**config.mk**
```make
export PLATFORM = sky130hd
export DESIGN_NAME = c7b_rd_arb_flat
export DESIGN_NICKNAME = d
export VERILOG_FILES = /design/src/rtl/c7b_rd_arb_if.sv /design/src/rtl/c7b_rd_arb.sv /design/src/flat_wrapper.sv
export SDC_FILE = /design/constraint.sdc
export NUM_CORES = 1
export LEC_CHECK = 0
export BUFFER_PORTS_ARGS = -buffer_cell sky130_fd_sc_hd__buf_2
export CAP_MARGIN = 40
export CORE_AREA = 2 2 125 127
export CTS_BUF_LIST = sky130_fd_sc_hd__clkbuf_4 sky130_fd_sc_hd__clkbuf_8
export DETAILED_ROUTE_END_ITERATION = 12
export DIE_AREA = 0 0 127 129
export PLACE_DENSITY_LB_ADDON = 0.25
export REMOVE_ABC_BUFFERS = 1
export SLEW_MARGIN = 40
export SYNTH_ARGS = -nofsm -noshare
export SYNTH_HDL_FRONTEND = slang
export SYNTH_SLANG_ARGS = --single-unit
```
**constraint.sdc**
```tcl
create_clock -name clk -period 5 [get_ports clk]
set_input_delay 0.75 -clock clk [delete_from_list [all_inputs] [get_ports clk]]
set_output_delay 0.75 -clock clk [all_outputs]
set_load 0.03 [all_outputs]
```
**src/rtl/c7b_rd_arb_if.sv**
```systemverilog
// Signal bundle between the read arbiter, its two requesters (ICU, LSU) and the AXI read channels.
// Handshakes: an AXI beat transfers on a rising edge where valid && ready; once raised, valid and payload hold until that edge.
interface c7b_rd_arb_if;
    logic        icu_biu_req;
    logic [28:0] icu_biu_addr;
    logic        icu_biu_single;
    logic        biu_icu_ack;
    logic        biu_icu_data_valid;
    logic        biu_icu_data_last;
    logic [63:0] biu_icu_data;
    logic        biu_icu_fault;

    logic        lsu_biu_rd_req;
    logic [31:0] lsu_biu_rd_addr;
    logic        biu_lsu_rd_ack;
    logic        biu_lsu_data_valid;
    logic [63:0] biu_lsu_data;

    logic        arvalid;
    logic        arready;
    logic [3:0]  arid;
    logic [31:0] araddr;
    logic [7:0]  arlen;
    logic [2:0]  arsize;
    logic [1:0]  arburst;

    logic        rvalid;
    logic        rready;
    logic [3:0]  rid;
    logic [63:0] rdata;
    logic [1:0]  rresp;
    logic        rlast;

    // master: the arbiter (serves ICU/LSU, drives AXI AR, sinks AXI R)
    modport master (
        input  icu_biu_req, icu_biu_addr, icu_biu_single,
        output biu_icu_ack, biu_icu_data_valid, biu_icu_data_last, biu_icu_data, biu_icu_fault,
        input  lsu_biu_rd_req, lsu_biu_rd_addr,
        output biu_lsu_rd_ack, biu_lsu_data_valid, biu_lsu_data,
        output arvalid, arid, araddr, arlen, arsize, arburst,
        input  arready,
        input  rvalid, rid, rdata, rresp, rlast,
        output rready
    );

    // slave: requesters plus the AXI memory side
    modport slave (
        output icu_biu_req, icu_biu_addr, icu_biu_single,
        input  biu_icu_ack, biu_icu_data_valid, biu_icu_data_last, biu_icu_data, biu_icu_fault,
        output lsu_biu_rd_req, lsu_biu_rd_addr,
        input  biu_lsu_rd_ack, biu_lsu_data_valid, biu_lsu_data,
        input  arvalid, arid, araddr, arlen, arsize, arburst,
        output arready,
        output rvalid, rid, rdata, rresp, rlast,
        input  rready
    );
endinterface

```
**src/rtl/c7b_rd_arb.sv**
```systemverilog
// Round-robin arbiter merging ICU and LSU reads onto one AXI read port,
// with a single transaction outstanding at a time.
module c7b_rd_arb #(
    parameter logic [3:0] ICU_ID   = 4'd0,
    parameter logic [3:0] LSU_ID   = 4'd1,
    parameter logic [7:0] LINE_LEN = 8'd3
) (
    input  logic              clk,
    input  logic              resetn,
    c7b_rd_arb_if.master      bus,
    output logic [1:0]        dbg_state
);

    typedef enum logic [1:0] {
        ST_IDLE = 2'd0,
        ST_ADDR = 2'd1,
        ST_DATA = 2'd2
    } state_t;

    state_t      state;
    logic        win_lsu;
    logic        last_lsu;
    logic        arvalid_q;
    logic        rready_q;
    logic [31:0] ar_addr_q;
    logic [7:0]  ar_len_q;
    logic [3:0]  ar_id_q;
    logic [7:0]  beat_cnt;

    logic        pick_lsu;
    logic        ar_hs;
    logic        beat_match;
    logic        icu_beat;
    logic        lsu_beat;
    logic        icu_err;

    // On a tie the requester that was not granted last wins
    assign pick_lsu   = bus.lsu_biu_rd_req & (~bus.icu_biu_req | ~last_lsu);
    assign ar_hs      = arvalid_q & bus.arready;
    assign beat_match = rready_q & bus.rvalid & (bus.rid == ar_id_q);
    assign icu_beat   = beat_match & ~win_lsu;
    assign lsu_beat   = beat_match & win_lsu;

    always_ff @(posedge clk or negedge resetn) begin
        if (!resetn) begin
            state     <= ST_IDLE;
            win_lsu   <= 1'b0;
            last_lsu  <= 1'b0;
            arvalid_q <= 1'b0;
            rready_q  <= 1'b0;
            ar_addr_q <= 32'd0;
            ar_len_q  <= 8'd0;
            ar_id_q   <= 4'd0;
            beat_cnt  <= 8'd0;
        end else begin
            case (state)
                ST_IDLE: begin
                    if (bus.icu_biu_req || bus.lsu_biu_rd_req) begin
                        win_lsu   <= pick_lsu;
                        arvalid_q <= 1'b1;
                        state     <= ST_ADDR;
                        if (pick_lsu) begin
                            ar_addr_q <= bus.lsu_biu_rd_addr;
                            ar_len_q  <= 8'd0;
                            ar_id_q   <= LSU_ID;
                        end else begin
                            ar_addr_q <= {bus.icu_biu_addr, 3'b000};
                            ar_len_q  <= bus.icu_biu_single ? 8'd0 : LINE_LEN;
                            ar_id_q   <= ICU_ID;
                        end
                    end
                end
                ST_ADDR: begin
                    if (bus.arready) begin
                        arvalid_q <= 1'b0;
                        rready_q  <= 1'b1;
                        beat_cnt  <= 8'd0;
                        state     <= ST_DATA;
                    end
                end
                ST_DATA: begin
                    // Beats tagged with a foreign ID are consumed (rready high) but ignored
                    if (beat_match) begin
                        beat_cnt <= beat_cnt + 8'd1;
                        if (bus.rlast) begin
                            rready_q <= 1'b0;
                            last_lsu <= win_lsu;
                            state    <= ST_IDLE;
                        end
                    end
                end
                default: begin
                    arvalid_q <= 1'b0;
                    rready_q  <= 1'b0;
                    state     <= ST_IDLE;
                end
            endcase
        end
    end

    // A line fill must end exactly on beat LINE_LEN+1; early or late rlast is a fault
    assign icu_err = (bus.rresp != 2'b00)
                   | (bus.rlast & (beat_cnt != ar_len_q))
                   | (~bus.rlast & (beat_cnt == ar_len_q));

    assign bus.arvalid = arvalid_q;
    assign bus.araddr  = ar_addr_q;
    assign bus.arlen   = ar_len_q;
    assign bus.arid    = ar_id_q;
    assign bus.arsize  = 3'b011;
    assign bus.arburst = 2'b01;
    assign bus.rready  = rready_q;

    assign bus.biu_icu_ack        = ar_hs & ~win_lsu;
    assign bus.biu_icu_data_valid = icu_beat;
    assign bus.biu_icu_data_last  = icu_beat & bus.rlast;
    assign bus.biu_icu_data       = icu_beat ? bus.rdata : 64'd0;
    assign bus.biu_icu_fault      = icu_beat & icu_err;

    assign bus.biu_lsu_rd_ack     = ar_hs & win_lsu;
    assign bus.biu_lsu_data_valid = lsu_beat;
    assign bus.biu_lsu_data       = lsu_beat ? bus.rdata : 64'd0;

    assign dbg_state = state;

endmodule

```
**src/flat_wrapper.sv**
```systemverilog
// flat-port wrapper written by rule: the top's interface ports become plain ports
module c7b_rd_arb_flat 
#(
    parameter logic [3:0] ICU_ID   = 4'd0,
    parameter logic [3:0] LSU_ID   = 4'd1,
    parameter logic [7:0] LINE_LEN = 8'd3
)
  (clk, resetn, dbg_state, bus_icu_biu_req, bus_icu_biu_addr, bus_icu_biu_single, bus_biu_icu_ack, bus_biu_icu_data_valid, bus_biu_icu_data_last, bus_biu_icu_data, bus_biu_icu_fault, bus_lsu_biu_rd_req, bus_lsu_biu_rd_addr, bus_biu_lsu_rd_ack, bus_biu_lsu_data_valid, bus_biu_lsu_data, bus_arvalid, bus_arid, bus_araddr, bus_arlen, bus_arsize, bus_arburst, bus_arready, bus_rvalid, bus_rid, bus_rdata, bus_rresp, bus_rlast, bus_rready);
  c7b_rd_arb_if bus_i ();
  input  logic clk;
  input  logic resetn;
  output logic [1:0] dbg_state;
  input wire logic [$bits(bus_i.icu_biu_req)-1:0] bus_icu_biu_req;
  input wire logic [$bits(bus_i.icu_biu_addr)-1:0] bus_icu_biu_addr;
  input wire logic [$bits(bus_i.icu_biu_single)-1:0] bus_icu_biu_single;
  output wire logic [$bits(bus_i.biu_icu_ack)-1:0] bus_biu_icu_ack;
  output wire logic [$bits(bus_i.biu_icu_data_valid)-1:0] bus_biu_icu_data_valid;
  output wire logic [$bits(bus_i.biu_icu_data_last)-1:0] bus_biu_icu_data_last;
  output wire logic [$bits(bus_i.biu_icu_data)-1:0] bus_biu_icu_data;
  output wire logic [$bits(bus_i.biu_icu_fault)-1:0] bus_biu_icu_fault;
  input wire logic [$bits(bus_i.lsu_biu_rd_req)-1:0] bus_lsu_biu_rd_req;
  input wire logic [$bits(bus_i.lsu_biu_rd_addr)-1:0] bus_lsu_biu_rd_addr;
  output wire logic [$bits(bus_i.biu_lsu_rd_ack)-1:0] bus_biu_lsu_rd_ack;
  output wire logic [$bits(bus_i.biu_lsu_data_valid)-1:0] bus_biu_lsu_data_valid;
  output wire logic [$bits(bus_i.biu_lsu_data)-1:0] bus_biu_lsu_data;
  output wire logic [$bits(bus_i.arvalid)-1:0] bus_arvalid;
  output wire logic [$bits(bus_i.arid)-1:0] bus_arid;
  output wire logic [$bits(bus_i.araddr)-1:0] bus_araddr;
  output wire logic [$bits(bus_i.arlen)-1:0] bus_arlen;
  output wire logic [$bits(bus_i.arsize)-1:0] bus_arsize;
  output wire logic [$bits(bus_i.arburst)-1:0] bus_arburst;
  input wire logic [$bits(bus_i.arready)-1:0] bus_arready;
  input wire logic [$bits(bus_i.rvalid)-1:0] bus_rvalid;
  input wire logic [$bits(bus_i.rid)-1:0] bus_rid;
  input wire logic [$bits(bus_i.rdata)-1:0] bus_rdata;
  input wire logic [$bits(bus_i.rresp)-1:0] bus_rresp;
  input wire logic [$bits(bus_i.rlast)-1:0] bus_rlast;
  output wire logic [$bits(bus_i.rready)-1:0] bus_rready;
  assign bus_i.icu_biu_req = bus_icu_biu_req;
  assign bus_i.icu_biu_addr = bus_icu_biu_addr;
  assign bus_i.icu_biu_single = bus_icu_biu_single;
  assign bus_biu_icu_ack = bus_i.biu_icu_ack;
  assign bus_biu_icu_data_valid = bus_i.biu_icu_data_valid;
  assign bus_biu_icu_data_last = bus_i.biu_icu_data_last;
  assign bus_biu_icu_data = bus_i.biu_icu_data;
  assign bus_biu_icu_fault = bus_i.biu_icu_fault;
  assign bus_i.lsu_biu_rd_req = bus_lsu_biu_rd_req;
  assign bus_i.lsu_biu_rd_addr = bus_lsu_biu_rd_addr;
  assign bus_biu_lsu_rd_ack = bus_i.biu_lsu_rd_ack;
  assign bus_biu_lsu_data_valid = bus_i.biu_lsu_data_valid;
  assign bus_biu_lsu_data = bus_i.biu_lsu_data;
  assign bus_arvalid = bus_i.arvalid;
  assign bus_arid = bus_i.arid;
  assign bus_araddr = bus_i.araddr;
  assign bus_arlen = bus_i.arlen;
  assign bus_arsize = bus_i.arsize;
  assign bus_arburst = bus_i.arburst;
  assign bus_i.arready = bus_arready;
  assign bus_i.rvalid = bus_rvalid;
  assign bus_i.rid = bus_rid;
  assign bus_i.rdata = bus_rdata;
  assign bus_i.rresp = bus_rresp;
  assign bus_i.rlast = bus_rlast;
  assign bus_rready = bus_i.rready;
  c7b_rd_arb #(.ICU_ID(ICU_ID), .LSU_ID(LSU_ID), .LINE_LEN(LINE_LEN)) u_core (.clk(clk), .resetn(resetn), .bus(bus_i), .dbg_state(dbg_state));
endmodule
```
==> impl_metrics.toml, run 1 <==
[clocking]
cts_max_level = 2
postCtsSetupBuffers = 0
cts_made_buffers = 5
cts_tree = "done"
clock_latency_ps = 320
cts_root_buffer = "clkbuf_8"
clk_path_buf_depth = 2
clk_pin_slew_ps = 100
clock_sinks = 47
ctsResizeCount = 0
cts_hold_buf = 0

[sta]
drv_slew = 0
worstMarginPinSlew_ps = 705.1
fin_skew_ps = 8.132
rsz0062_at_grt = "no"
hold_ws_ps = 470.7
setup_viol = 0
finalHoldViolations = 0
relSlewSlack = 0.5264
max_freq_ghz = 0.2966
setup_ws_ps = 1629
finalCritPeriodShare = 0.6742
fin_crit_ps = 3371

[route]
avgRoutedWirePerCell_um = 16.21
dr.pass1.iters = 4
routed_wl_um = 14170
vias = 3586
drc = 0
vias_per_cell = 4.103
ant_nets = 0
drt_iter0_drc = 162

[logic_synthesis]
syn-instance-count = 387
avgSynthCellArea_sq_um = 8.506
yosysSeqAreaShare = 0.3573
synth_seq_cells = 47
synth-main-ff-cell = "dfrtp_1"
synth_area_sq_um = 3292
synth_edf_count = 0
ys_types = 44
synth-async-reset-ratio = 1.000
yosysWarnings = 0

[global_routing]
grt_pass1_vias = 3260
antenna_found_initial = 9
track_usage = 0.1663
gr-total-overflow = 0
grt_max_degree = 66
grt_pass1_wl_um = 20040

[layout]
final_cell_area_sq_um = 5075
nets = 821
syn_to_final_growth_pct = 54.16
drive_above_1_share = 0.4985
finalNonFillerCells = 874
mostFrequentLayoutCells = "buf_2, and2_1, nand2_1, dfrtp_1, o21ai_0"
final_common_cell = "buf_2"

[hold_path]
hold_class = "reg -> reg"
holdPathStages = 2

[power_and_ir_drop]
p_total_mw = 1.827
peakVddDrop_v = 0.0002736
leakage_nw = 3.091
power.density_nw_per_um2 = 360.1

[place]
io_buffer_count = 311
dp_hpwl_um = 12130
dpl.cell_count = 861
place_ws_ps = 1571
placed_area_sq_um = 4966
place.gp.congestion = 0.8027

[floorplan]
core_sq_um = 14980
start_util = 0.2198
die_area_sq_um = 16380
rows = 45
die_w_um = 127
ios = 326
die_h_um = 129

[worst_setup_path]
worstPathMaxFanout = 47
cp_data_required_time_ps = 4250
arrival_ps = 2620
regToRegSetupSlack_ps = 2890
r2r_cells = 4
critPathLaunchType = "input port"
critPathCaptureType = "output pin"
critPathKind = "in -> out"

[status]
status = "completed"

[job]
maxCapViolations = 0
==> flip-flops by register name, indices dropped and copies added (netlist names) <==
signal              flops
u_core.beat_cnt         8
u_core.bus.araddr      32
u_core.bus.arid         1
u_core.bus.arlen        1
u_core.bus.arvalid      1
u_core.bus.rready       1
u_core.dbg_state        2
u_core.last_lsu         1
==> routing by layer <==
| metal | GRT usage | wire length, um |
|---|---|---|
| met3 | 0.07568 | 1784 |
| met1 | 0.1939 | 5696 |
| met4 | 0.04719 | 282 |
| met2 | 0.2774 | 6373 |
| met5 | 0 | 27 |
==> logic make-up (layout without fill, tap and decap cells) <==
group | count (synthesis) | after routing | share of synthesized area
xor+xnor | 2 | 2 | 0.005322
compound gates | 44 | 44 | 0.07944
buf+inv | 46 | 329 | 0.07563
other cells | 2 | 18 | 0.002281
mux | 34 | 34 | 0.1057
fa+ha+maj | 1 | 1 | 0.003800
simple gates | 211 | 211 | 0.3706
flops | 47 | 47 | 0.3573
==> cell usage after synthesis (all sizes together) (2+ instances only) <==
cell type    n  share of area
nor2         6         0.0068
buf         20          0.044
mux2         3          0.011
nand2       49          0.057
xor2         2         0.0053
mux2i       31          0.094
clkbuf      22          0.027
a221o        2         0.0061
dfrtp       47           0.36
and3         3         0.0065
nand3        7          0.011
nor3         3         0.0046
and2       129           0.25
inv          4         0.0046
or3          3         0.0072
nor4         2          0.013
conb         2         0.0023
o21ai       33          0.050
==> metrics by stage <==
step | TNS, ps | utilization
after floorplan | -9100 | -
after global placement | 0 | 0.3313
after detailed placement | 0 | 0.3316
after CTS | 0 | 0.3377
after global routing | 0 | 0.3385
final | 0 | 0.3388
==> area by class of cell <==
cell class,instances,area (sq um)
Timing Repair Buffer,317,1614
Sequential cell,47,1176
Inverter,4,15.01
Antenna cell,4,10.01
Clock buffer,5,68.82
Multi-Input combinational cell,306,1933
Tap cell,188,235.2
Fill cell,1650,9902
Clock inverter,3,22.52
==> where the power goes <==
group,total [mW],internal (mW),switching [mW],leakage [nW]
Combinational,0.942,0.281,0.661,2.45
Clock,0.248,0.101,0.146,0.0489
Sequential,0.638,0.530,0.107,0.593
==> worst max-delay path, stage by stage <==
cell    delay, ps
buf_2         100
or3_4         430
nor4_4        530
buf_4         270
buf_12        180
o31a_1        150
buf_2         190
==> final timing paths <==
check | start | to
worst min-delay path | u_core.bus.araddr[2] | u_core.bus.araddr[2]
worst min register to register | u_core.bus.araddr[2] | u_core.bus.araddr[2]
min in group asynchronous | resetn | u_core.bus.araddr[14]
worst max-delay path | bus_rid[1] | bus_biu_icu_fault
max in group asynchronous | resetn | u_core.beat_cnt[5]
worst max register to register | u_core.dbg_state[0] | u_core.beat_cnt[2]
Power figures use the tool's default switching activity.
==> run 2: changes to the inputs <==
--- a/config.mk
+++ b/config.mk
@@ -7,10 +7,10 @@
 export LEC_CHECK = 0
 export BUFFER_PORTS_ARGS = -buffer_cell sky130_fd_sc_hd__buf_2
 export CAP_MARGIN = 40
-export CORE_AREA = 2 2 125 127
+export CORE_AREA = 2 2 128 130
 export CTS_BUF_LIST = sky130_fd_sc_hd__clkbuf_4 sky130_fd_sc_hd__clkbuf_8
 export DETAILED_ROUTE_END_ITERATION = 12
-export DIE_AREA = 0 0 127 129
+export DIE_AREA = 0 0 130 132
 export PLACE_DENSITY_LB_ADDON = 0.25
 export REMOVE_ABC_BUFFERS = 1
 export SLEW_MARGIN = 40
==> constraint.sdc (replaced) <==
create_clock -name clk -period 3.1 [get_ports clk]
set_input_delay 0.465 -clock clk [delete_from_list [all_inputs] [get_ports clk]]
set_output_delay 0.465 -clock clk [all_outputs]
set_load 0.03 [all_outputs]
==> impl_metrics.toml, run 2 (synthesis gave the netlist of run 1 again) <==
[route]
vias_per_cell = 3.984
drt_iter0_drc = 118
ant_nets = 0
vias = 3594
avgRoutedWirePerCell_um = 15.69
routed_wl_um = 14160
dr.pass1.iters = 4
drc = 0

[clocking]
clock_sinks = 47
clk_pin_slew_ps = 100
ctsResizeCount = 0
cts_root_buffer = "clkbuf_8"
cts_max_level = 2
clock_latency_ps = 310
cts_hold_buf = 0
postCtsSetupBuffers = 0
cts_tree = "done"
clk_path_buf_depth = 2
cts_made_buffers = 5

[layout]
syn_to_final_growth_pct = 55.34
largest_reg_flops = 32
drive_above_1_share = 0.4993
mostFrequentLayoutCells = "buf_2, and2_1, nand2_1, dfrtp_1, o21ai_0"
nets = 822
final_common_cell = "buf_2"

[power_and_ir_drop]
p_total_mw = 2.939
power.switching_mw = 1.469
peakVddDrop_v = 0.0003207
leakage_nw = 3.096
power_frac_seq = 0.350
power.density_nw_per_um2 = 574.7
combinationalPowerShare = 0.519
clkPwrFrac = 0.131
p_int_mw = 1.470
p_sw_frac = 0.4997

[global_routing]
grt_pass1_vias = 3363
antenna_found_initial = 6
gr-total-overflow = 0
grt_max_degree = 66
grt_pass1_wl_um = 20240
track_usage = 0.1576

[floorplan]
ios = 326
rows = 46
die_area_sq_um = 17160
core_sq_um = 15710
start_util = 0.2095
die_h_um = 132
die_w_um = 130

[worst_setup_path]
critPathCaptureType = "output pin"
critPathKind = "reg -> out"
cp_data_required_time_ps = 2630
worstPathMaxFanout = 6
critPathLaunchType = "flip-flop"
arrival_ps = 2270
r2r_cells = 4

[status]
status = "completed"

[place]
place_ws_ps = 552.3
io_buffer_count = 311
place.gp.congestion = 0.7850
dp_hpwl_um = 12220

[sta]
drv_slew = 0
relSlewSlack = 0.4852
setup_viol = 0
finalCritPeriodShare = 0.8811
worstMarginPinSlew_ps = 770.2
fin_skew_ps = 12.63
fin_crit_ps = 2731
finalHoldViolations = 0
hold_ws_ps = 89.59
max_freq_ghz = 0.3661
setup_ws_ps = 368.7
rsz0062_at_grt = "no"
setup_tns_ps = 0

[job]
maxCapViolations = 0

[hold_path]
hold_class = "in -> async"
run 2: changes by cell type in the layout (fill, tap and decap cells not counted), sizes merged:
cell,delta
clkinv,+1
inv,-1
buf,+1
diode,-1
run 2: power groups by stage:
stage	clock network, mW	registers, mW	logic (mW)
after floorplan	0	1.50	0.523
after global placement	0	1.04	1.54
after detailed placement	0	1.03	1.56
after CTS	0.407	1.03	1.55
after global routing	0.434	1.07	1.67
final	0.385	1.03	1.52
run 2: area by class of cell:
| class | count | area [sq um] |
|---|---|---|
| Inverter | 4 | 15.01 |
| Clock buffer | 5 | 68.82 |
| Fill cell | 1711 | 10600 |
| Multi-Input combinational cell | 306 | 1933 |
| Sequential cell | 47 | 1176 |
| Tap cell | 216 | 270.3 |
| Timing Repair Buffer | 318 | 1624 |
| Clock inverter | 3 | 18.77 |
| Antenna cell | 3 | 7.507 |
run 2: worst paths after layout:
check	startpoint	endpoint	slack, ps
hold / removal	resetn	u_core.bus.araddr[17]	90
max in group asynchronous	resetn	u_core.bus.arid[0]	2430
setup reg to reg	u_core.last_lsu	u_core.bus.araddr[31]	1240
min in group clk	bus_icu_biu_single	u_core.bus.arlen[0]	340
setup / recovery	u_core.beat_cnt[4]	bus_biu_icu_fault	370
hold reg to reg	u_core.bus.araddr[1]	u_core.bus.araddr[1]	470
run 2: through the flow:
stage	area [sq um]	cells	utilization
6_report	5114	902	0.3255
5_1_grt	5109	900	0.3251
2_1_floorplan	3103	357	-
3_5_place_dp	5016	891	0.3192
4_1_cts	5104	899	0.3248
3_3_place_gp	5012	891	0.3190
run 2: routing by layer:
layer | GRT usage | part of all wire | vias to the layer above
met3 | 0.03166 | 0.093 | 11
met1 | 0.1982 | 0.42 | 1549
met4 | 0.03584 | 0.011 | 0
met2 | 0.2757 | 0.48 | 214
met5 | 0 | 0 | -
li1 | - | - | 1820
run 2: critical path, stage by stage (launching register included):
cell and delay (ps):
dfrtp_1 440, or4_1 570, a2111oi_2 340, xor2_1 160
o31a_1 260, buf_2 180
==> run 3: changes to the inputs <==
--- a/config.mk
+++ b/config.mk
@@ -12,6 +12,7 @@
 export DETAILED_ROUTE_END_ITERATION = 12
 export DIE_AREA = 0 0 130 132
 export PLACE_DENSITY_LB_ADDON = 0.25
+export RECOVER_POWER = 25
 export REMOVE_ABC_BUFFERS = 1
 export SLEW_MARGIN = 40
 export SYNTH_ARGS = -nofsm -noshare
==> impl_metrics.toml, run 3 (synthesis gave the netlist of run 1 again) <==
[place]
dp_hpwl_um = 12220
place.gp.congestion = 0.7850
io_buffer_count = 311
dpl.cell_count = 891
place_ws_ps = 552.3

[sta]
setup_viol = 0
max_freq_ghz = 0.3661
relSlewSlack = -0.1709
fin_crit_ps = 2732
drv_slew = 33
rsz0062_at_grt = "no"
fin_skew_ps = 13.42
worstMarginPinSlew_ps = 1756
setup_ws_ps = 368.4
finalCritPeriodShare = 0.8812
hold_ws_ps = 339.4
setup_tns_ps = 0
finalHoldViolations = 0

[route]
drt_iter0_drc = 121
vias = 3598
drc = 0
avgRoutedWirePerCell_um = 15.68
routed_wl_um = 14140
dr.pass1.iters = 4
vias_per_cell = 3.989
ant_nets = 0

[layout]
largest_reg_flops = 32
drive_above_1_share = 0.4700
final_common_cell = "buf_2"
nets = 822
seq_area_sq_um = 1176
multi_input_area_sq_um = 1933
mostFrequentLayoutCells = "buf_2, and2_1, nand2_1, dfrtp_1, o21ai_0"
syn_to_final_growth_pct = 54.43
finalNonFillerCells = 902
num-fill-cells = 1717

[worst_setup_path]
regToRegSetupSlack_ps = 1240
timing.rr.start = "u_core.last_lsu"
critPathLaunchType = "flip-flop"
cp_data_required_time_ps = 2630
r2r-end = "u_core.bus.araddr[31]"
r2r_cells = 4
worstPathMaxFanout = 6
arrival_ps = 2270
critPathKind = "reg -> out"
critPathCaptureType = "output pin"

[clocking]
ctsResizeCount = 0
cts_root_buffer = "clkbuf_8"
cts_hold_buf = 0
clock_sinks = 47
cts_made_buffers = 5
postCtsSetupBuffers = 0
cts_max_level = 2
clock_latency_ps = 310
clk_pin_slew_ps = 100
cts_tree = "done"
clk_path_buf_depth = 2

[global_routing]
gr-total-overflow = 0
track_usage = 0.1576
grt_pass1_wl_um = 20240
grt_max_degree = 66
antenna_found_initial = 6
grt_pass1_vias = 3363

[floorplan]
die_w_um = 130
ios = 326
die_area_sq_um = 17160
start_util = 0.2095
die_h_um = 132
core_sq_um = 15710
rows = 46

[power_and_ir_drop]
peakVddDrop_v = 0.0003149
p_total_mw = 2.909
power.density_nw_per_um2 = 572.2
leakage_nw = 3.031

[status]
violations = "capacitance limit, slew limit"
status = "finished, violations left"

[hold_path]
holdCritStartpoint = "bus_icu_biu_single"
hold_end = "u_core.bus.arlen[0]"
holdPathStages = 2
hold_class = "in -> reg"

[job]
maxCapViolations = 1
-- run 3: per-stage QoR --
step / instance area [sq um] / utilization
3_5_place_dp: 5016 / 0.3192
2_1_floorplan: 3103 / -
3_3_place_gp: 5012 / 0.3190
6_report: 5084 / 0.3235
4_1_cts: 5104 / 0.3248
5_1_grt: 5079 / 0.3232
-- run 3: final cells by class --
cell class,count,share of cell area
multi-input combinational,306,0.3803
timing repair buffer,318,0.3136
sequential,47,0.2314
tap,216,0.05316
clock buffer,5,0.01354
clock inverter,3,0.003692
inverter,4,0.002953
antenna,3,0.001477
-- run 3: worst max path at each step --
stage	from	endpoint	depth (start not counted)
final	u_core.beat_cnt[4]	bus_biu_icu_fault	5
after global routing	u_core.beat_cnt[4]	bus_biu_icu_fault	5
after CTS	u_core.beat_cnt[4]	bus_biu_icu_fault	5
after detailed placement	bus_rid[1]	bus_biu_icu_data[63]	6
after global placement	bus_rid[1]	bus_biu_icu_data[63]	6
after floorplan	bus_rid[1]	bus_biu_lsu_data[0]	3
-- run 3: worst max-delay path: stages, from the launching register on --
cell and delay, ps:
dfrtp_1 440, or4_1 570, a2111oi_2 340, xor2_1 160, o31a_1 260, buf_2 180
-- run 3: power by group --
part	total [mW]	switching (mW)	internal (mW)
Clock	0.386	0.226	0.159
Sequential	1.03	0.177	0.856
Combinational	1.49	1.07	0.422
Total	2.91	1.47	1.44
-- run 3: routing by layer --
| layer | share of wire | GRT usage | vias up |
|---|---|---|---|
| met1 | 0.42 | 0.1982 | 1557 |
| met4 | 0.011 | 0.03584 | 0 |
| li1 | - | - | 1819 |
| met2 | 0.48 | 0.2757 | 211 |
| met5 | 0 | 0 | - |
| met3 | 0.091 | 0.03166 | 11 |
